File: config.mk
export PLATFORM = sky130hd
export DESIGN_NAME = output_unit
export DESIGN_NICKNAME = d
export VERILOG_FILES = /design/src/rtl/output_unit.sv
export SDC_FILE = /design/constraint.sdc
export NUM_CORES = 1
export LEC_CHECK = 0
export CAP_MARGIN = 10
export CORE_MARGIN = 4
export CORE_UTILIZATION = 40
export CTS_BUF_LIST = sky130_fd_sc_hd__clkbuf_4 sky130_fd_sc_hd__clkbuf_8 sky130_fd_sc_hd__clkbuf_16
export CTS_CLUSTER_SIZE = 10
export DETAILED_ROUTE_END_ITERATION = 8
export PLACE_DENSITY_LB_ADDON = 0.12
export RECOVER_POWER = 50
export REMOVE_ABC_BUFFERS = 1
export SLEW_MARGIN = 10
export SYNTH_ARGS = -nofsm -noshare
export SYNTH_HDL_FRONTEND = slang
export SYNTH_SLANG_ARGS = --single-unit
export TNS_END_PERCENT = 50
File: constraint.sdc
create_clock -name clk -period 9.3 [get_ports clk]
set_input_delay 1.86 -clock clk [delete_from_list [all_inputs] [get_ports clk]]
set_output_delay 1.86 -clock clk [all_outputs]
set_load 0.005 [all_outputs]
File: src/rtl/output_unit.sv
// Output stage of one mesh-router port: owns the port for one packet at a
// time, buffers crossbar flits in a 4-entry FIFO and streams them to the
// neighbour over the push_x/push_ack link.
//
// state     | meaning
// ----------+------------------------------------------------------------
// S_IDLE    | port free, waiting for an allocation request
// S_GRANTED | port granted, waiting (bounded by TIMEOUT) for the head flit
// S_ACTIVE  | head accepted, taking body/tail flits
// S_DRAIN   | tail accepted, waiting for the tail to leave the FIFO
module output_unit #(
    parameter int DEPTH   = 4,
    parameter int TIMEOUT = 15
) (
    input  logic        clk,
    input  logic        reset,
    input  logic        vc_req,
    output logic        vc_grant,
    output logic        port_free,
    input  logic        xb_push,
    input  logic [63:0] xb_flit,
    output logic        st_ack,
    output logic [63:0] bf_out,
    output logic        push_x,
    input  logic        push_ack,
    output logic [2:0]  em_pl,
    output logic [7:0]  pkt_cnt,
    output logic        err
);

    typedef enum logic [1:0] {S_IDLE, S_GRANTED, S_ACTIVE, S_DRAIN} state_t;

    localparam int TW = $clog2(TIMEOUT + 1);

    state_t        state_q, state_d;
    logic [TW-1:0] timer_q, timer_d;
    logic          grant_q, grant_d;
    logic          err_q, err_d;
    logic [7:0]    pkt_q, pkt_d;
    logic [2:0]    em_q, em_d;
    logic [1:0]    wr_q, wr_d;
    logic [1:0]    rd_q, rd_d;
    logic [63:0]   mem_q [DEPTH];

    logic [1:0]    flit_type;
    logic          legal;
    logic          fifo_empty;
    logic          pop;
    logic          tail_pop;

    assign flit_type  = xb_flit[63:62];
    assign legal      = (state_q == S_GRANTED && flit_type == 2'b11) ||
                        (state_q == S_ACTIVE  && (flit_type == 2'b01 || flit_type == 2'b10));
    assign fifo_empty = (em_q == 3'(DEPTH));
    // Acceptance looks only at the registered free count, so a full FIFO
    // never takes a flit in the same cycle one is leaving.
    assign st_ack     = reset & xb_push & (em_q != 3'd0) & legal;
    assign push_x     = ~fifo_empty;
    assign bf_out     = fifo_empty ? 64'h0 : mem_q[rd_q];
    assign pop        = push_x & push_ack;
    assign tail_pop   = pop & (bf_out[63:62] == 2'b10);

    assign vc_grant   = grant_q;
    assign port_free  = (state_q == S_IDLE);
    assign em_pl      = em_q;
    assign pkt_cnt    = pkt_q;
    assign err        = err_q;

    // Port-ownership FSM, grant pulse, head timeout and delivered-packet count.
    always_comb begin
        state_d = state_q;
        timer_d = timer_q;
        grant_d = 1'b0;
        pkt_d   = pkt_q;
        err_d   = err_q | (xb_push & ~legal);
        case (state_q)
            S_IDLE: begin
                if (vc_req) begin
                    state_d = S_GRANTED;
                    timer_d = TW'(TIMEOUT - 1);
                    grant_d = 1'b1;
                end
            end
            S_GRANTED: begin
                if (st_ack) begin
                    state_d = S_ACTIVE;
                end else if (timer_q == '0) begin
                    state_d = S_IDLE;
                end else begin
                    timer_d = timer_q - TW'(1);
                end
            end
            S_ACTIVE: begin
                if (st_ack && flit_type == 2'b10) begin
                    state_d = S_DRAIN;
                end
            end
            S_DRAIN: begin
                // Only this packet's flits can be queued here, so the tail
                // leaving the FIFO means the packet is fully delivered.
                if (tail_pop) begin
                    state_d = S_IDLE;
                    pkt_d   = pkt_q + 8'd1;
                end
            end
            default: state_d = S_IDLE;
        endcase
    end

    // FIFO pointer and free-slot bookkeeping.
    always_comb begin
        wr_d = wr_q + 2'(st_ack);
        rd_d = rd_q + 2'(pop);
        case ({st_ack, pop})
            2'b10:   em_d = em_q - 3'd1;
            2'b01:   em_d = em_q + 3'd1;
            default: em_d = em_q;
        endcase
    end

    // State registers with synchronous active-low reset.
    always_ff @(posedge clk) begin
        if (!reset) begin
            state_q <= S_IDLE;
            timer_q <= '0;
            grant_q <= 1'b0;
            err_q   <= 1'b0;
            pkt_q   <= 8'd0;
            em_q    <= 3'(DEPTH);
            wr_q    <= 2'd0;
            rd_q    <= 2'd0;
        end else begin
            state_q <= state_d;
            timer_q <= timer_d;
            grant_q <= grant_d;
            err_q   <= err_d;
            pkt_q   <= pkt_d;
            em_q    <= em_d;
            wr_q    <= wr_d;
            rd_q    <= rd_d;
        end
    end

    // FIFO storage; contents need no reset because bf_out is gated when empty.
    always_ff @(posedge clk) begin
        if (st_ack) begin
            mem_q[wr_q] <= xb_flit;
        end
    end

endmodule

Yosys cells after proc, flatten, opt, wreduce, memory -nomap -nowiden
Memory sizes are Yosys's and may differ from the RTL's. A register that Yosys moved wholly into a read port is not among the register bits.
Cells that the tools add are included.
- word-level logic and storage cells: 70
- memory bits (writable): 256
- bits in read-only memories: 0
- output and inout port bits: 80
- latch bits: 0
- memories: 1
- flip-flop bits (word level): 23
- bits of input ports: 69
- memory list (name ; depth ; width ; read ports ; clocked after memory_dff ; write ports ; line ; RTL):
    mem_q ; 4 ; 64 ; 1 ; 1 ; 1 ; 43 ; logic [63:0] mem_q [DEPTH];
- equal/unequal tests: 16
- shifts and indexed selects: 0
- bitwise operators: 9
- reductions and logical operators: 14
- mux-type cells: 16
- magnitude comparators: 0
- divide/modulo/power cells: 0
- multiply operators: 0
- $add $sub $neg: 6
- operators by type and width (kind ; count):
    64-bit two-way mux ; 1
    2-bit equality test, second input constant ; 6
    2-bit two-way mux ; 6
    4-bit two-way mux ; 3
    8-bit by 1-bit adder with 8-bit output, second input constant ; 1
    2-bit != test, second input constant ; 4
    2-bit one-hot mux with 4 select lines ; 1
    4-bit one-hot mux with 2 select lines ; 1
    4-bit AND reduction ; 2
    1-bit bitwise AND ; 6
    2-bit by 1-bit equality test with 1-bit output, second input constant ; 3
    3-bit one-hot mux with 2 select lines ; 1
    2-bit by 1-bit adder with 2-bit output ; 2
    4-bit zero test ; 1
    2-bit AND reduction ; 2
    2-bit nonzero test ; 2
    4-bit by 1-bit subtractor with 4-bit output, second input constant ; 1
    3-bit by 1-bit adder with 3-bit output, second input constant ; 1
    3-bit equality test, second input constant ; 1
    1-bit logical AND ; 3
    1-bit two-way mux ; 3
    3-bit by 2-bit != test with 1-bit output, second input constant ; 1
    3-bit nonzero test ; 1
    3-bit by 1-bit subtractor with 3-bit output, second input constant ; 1
    5 further kinds ; 7

Longest topological paths before layout
- depth after elaboration: 8
- mapped depth: 10
- mapped depth without buffers: 10

Worst setup path before layout
OpenSTA, ideal clock, no wires.
- path type: input-to-reg
- from: input port xb_flit[62]
- to: memory mem_q[1][0], enable pin
- buffers on the path: 0
- library setup time: 581 ps
- arrival time: 7345 ps
- stages on the path: 5
- slack: 1374 ps
- required time: 8719 ps
- path through: inv_1 -> ha_1 -> nor3b_1 -> o21ai_1 -> nor3b_1
- word-level cells in the longest chain between the ends: 7
- elaborated cells between the ends (all ways): 10
- those cells by class: 3 x eq/ne; 2 x mux; 1 x bitwise; 4 x reduce/logical
- RTL lines (item ; line ; RTL):
    start: declaration ; 21 ; input logic [63:0] xb_flit,
    2-bit by 1-bit equality test with 1-bit output / 2-bit equality test (equally long branches) ; 53 ; (state_q == S_ACTIVE && (flit_type == 2'b01 || flit_type == 2'b10));
    1-bit logical OR ; 53 ;
    1-bit logical AND ; 53 ;
    1-bit logical OR * ; 52 ; assign legal = (state_q == S_GRANTED && flit_type == 2'b11) ||
    1-bit bitwise AND * ; 57 ; assign st_ack = reset & xb_push & (em_q != 3'd0) & legal;
    1-bit two-way mux * ; 146 ; if (st_ack) begin
    1-bit two-way mux (not written as such) * ; 147 ; mem_q[wr_q] <= xb_flit;
    end: declaration ; 43 ;
Mark *: on every way between the ends. The rest lies on a longest branch, timed or not.

==> summary.md <==
| Metric | Value |
|---|---|
| Worst Path Max Fanout | 34 |
| Seq/Total Area, Yosys | 75.1% |
| Core box area | approximately 27000 um^2 |
| Pleak | between 4 and 5 nW |
| Setup Crit Path Kind | reg -> out |
| Post-synth EDFFs | around 260 |
| Worst min path class | reg -> reg |
| Syn. warnings | 0 |
| Initial core utilization | 40.5% |
| CP endpoint kind | output pin |
| Htree depth | 2 |
| Synth Instances | 542 |
| Postcts setup bufs | 0 |
| Ys flop type | edfxtp_1 |
| Tot GR Track Use | 15.2% |
| Initial antenna violation count | 3 |
| Synthesis-stage register bit count | 279 |
| Layout cells sized above 1 | 17.4% |
| Iter 0 DRT Violations | approximately 430 |
| Placed cell count | approximately 1000 |
| Placer Congestion | about 0.77 |
| Vias per std cell | 5.28 |
| Largest net degree at the start of global routing | 66 |
| Row Count | 60 |
| Final Skew | approximately 0.01 ns |
| Worst Path Arrival | between 4 and 5 ns |
| Final Max Tran Viols | 84 |
| Die Width | between 150 and 200 um |
| Synth cell types | 45 |
| PostCTS Resize Cnt | 0 |
| TNS Setup | 0 ns |
| Clock transition at the registers of the reported paths | 0.05 ns |
| Total power | around 3.6 mW |
| Total die area | ~30000 um^2 |
| Antenna cell count | 0 |
| Worst Setup Start Kind | flip-flop |
| Total CTS buffers | 34 |
| Core Util, Final | about half |
| Wire per inst | between 20 and 25 um |
| Worst slack at placement | around 3.3 ns |
| Pin slew with the least headroom to its limit | between 3 and 4 ns |
| DR pass1 iterations | 4 |
| Clock sink count | 279 |
| Max-cap violations | 3 |
| Slew headroom | -101% |
| Deepest clock path buffer count | 3 |
| Root buf cell | clkbuf_16 |
| Max VDD drop | about 0.00016 V |
| Tmin final | about 6.8 ns |
| Endpoints failing hold | 0 |
| First-pass GRT wire length | between 30000 and 40000 um |
| Skew-Pair Late Insertion Delay | just under 0.5 ns |
| Violated checks | max-capacitance violations, max-slew violations |
| Number of global-route vias before repair | slightly above 6000 |
| Cell area after synthesis | around 11000 um^2 |
| Hold-fix buffers, CTS | 0 |
| Ys async rst share | 0% |
| # setup viols final | 0 |
| GR Overflow Total | 0 |
| Nets | ~800 |
| P&R area growth vs syn | 26.5% |
| Post-DP HPWL | ~13000 um |
| Port bufs | around 150 |
| Status | complete, but fails checks |
| Peak Freq | about 0.15 GHz |
| Post-Route WL | between 20000 and 25000 um |
| Io pins | 149 |
| WP data required | 7.44 ns |
| Pwr per Cell Area | ~260 nW/um^2 |
| Routed Antenna Nets | 0 |
| Fin cells | ~1100 |
| RSZ-0062 raised after global routing | no |
| Fin crit share | between 70% and 80% |
| CTS tree | yes |
| Final Worst Setup Slack | ~2.5 ns |
| Die H | 173 um |
| Avg Synthesized Cell Area | 20.0 um^2 |
| Routed vias | 5626 |
| Residual DRC | 0 |
[critical path, stage by stage, from the launching register on]
cell and delay [ns]:
dfxtp_4 0.79, clkbuf_1 2.19, mux4_2 0.78, and2_1 0.20
clkdlybuf4s50_1 0.45
[stage by stage]
step	hold WS, ns	area, um^2
6_report	0.466	13700
5_1_grt	0.497	13700
4_1_cts	0.475	13800
3_5_place_dp	0.461	12700
3_3_place_gp	0.456	12700
2_1_floorplan	0.459	10700
[path summary, 6_finish.rpt]
check	from	to	slack, ns	cells past startpoint
min reg2reg	err	err	0.47	2
min	err	err	0.47	2
max	rd_q[0]	bf_out[63]	2.51	4
max reg2reg	rd_q[0]	pkt_cnt[2]	4.38	5
[power breakdown]
| part | internal (mW) | leakage [nW] | switching, mW |
|---|---|---|---|
| logic | 0.566 | 1.39 | 0.368 |
| registers | 1.39 | 2.49 | 0.0587 |
| clock network | 0.758 | 0.522 | 0.452 |
[flip-flops by register name, summed over array words and instances (netlist names), named ones only]
register	flops
mem_q	256
state_q	1
wr_q	2
rd_q	2
pkt_cnt	8
vc_grant	1
em_pl	3
timer_q	4
err	1
[kinds of logic (layout without fill, tap and decap cells)]
| logic type | after synthesis | after routing | share of synthesized area, % |
|---|---|---|---|
| mux | 67 | 67 | 13.6 |
| fa+ha+maj | 7 | 7 | 0.876 |
| buf+inv | 35 | 217 | 1.43 |
| compound gates | 27 | 27 | 1.75 |
| xor+xnor | 5 | 5 | 0.404 |
| simple gates | 122 | 122 | 6.92 |
| flops | 279 | 279 | 75.1 |
[Yosys cell counts (2+ instances only)]
master | count | area share (%)
and2_1 | 66 | 3.8
nor2_1 | 10 | 0.35
nor3_1 | 7 | 0.32
nor4b_2 | 2 | 0.28
nand2_1 | 9 | 0.31
nor3b_1 | 5 | 0.35
mux4_2 | 64 | 13
a21oi_1 | 8 | 0.37
ha_1 | 6 | 0.69
clkbuf_1 | 16 | 0.55
xor2_1 | 2 | 0.16
inv_1 | 9 | 0.31
buf_2 | 7 | 0.32
xnor2_1 | 3 | 0.24
edfxtp_1 | 256 | 71
dfxtp_1 | 23 | 4.2
or3_1 | 5 | 0.29
nand3_1 | 4 | 0.18
a211oi_1 | 2 | 0.14
buf_6 | 2 | 0.21
o41ai_1 | 3 | 0.24
mux2i_1 | 3 | 0.28
o21ai_0 | 4 | 0.18
nand2b_1 | 5 | 0.29
[layout make-up]
cell class / instances / area (um^2)
Clock buffer: 50 / 1030
Multi-Input combinational cell: 228 / 2540
Sequential cell: 279 / 8160
Fill cell: 2164 / 13100
Timing Repair Buffer: 156 / 1530
Clock inverter: 1 / 5.00
Tap cell: 341 / 427
Inverter: 10 / 37.5
[per-layer routing]
| layer | vias up | share of wire (%) | GRT usage, % |
|---|---|---|---|
| met1 | 2926 | 43 | 20.0 |
| met3 | 33 | 4.7 | 3.80 |
| li1 | 2501 | - | - |
| met2 | 160 | 51 | 26.0 |
| met5 | - | 0.18 | 0 |
| met4 | 6 | 1.5 | 3.59 |
[placed cells by master (no fill, tap or decap), types with 2 or more instances in the layout]
cell / netlist / routed
a211oi_1: 2 / 2
a21oi_1: 8 / 8
nor3b_1: 5 / 3
xor2_1: 2 / 2
xnor2_1: 3 / 3
mux2i_1: 3 / 3
nor4b_1: 1 / 3
clkbuf_4: 0 / 12
inv_1: 9 / 9
nand3_1: 4 / 4
ha_1: 6 / 6
o21ai_0: 4 / 5
edfxtp_1: 256 / 256
dfxtp_1: 23 / 21
nand2_1: 9 / 9
or3_1: 5 / 5
buf_4: 0 / 5
nor3_1: 7 / 7
clkbuf_1: 16 / 3
and2_1: 66 / 65
o41ai_1: 3 / 3
dlygate4sd3_1: 0 / 79
clkbuf_16: 0 / 37
nor3b_2: 1 / 3
nand2b_1: 5 / 5
nor2_1: 10 / 10
mux4_2: 64 / 64
clkdlybuf4s50_1: 0 / 69
dfxtp_4: 0 / 2
Note: power is estimated with default switching activity, not from simulation.
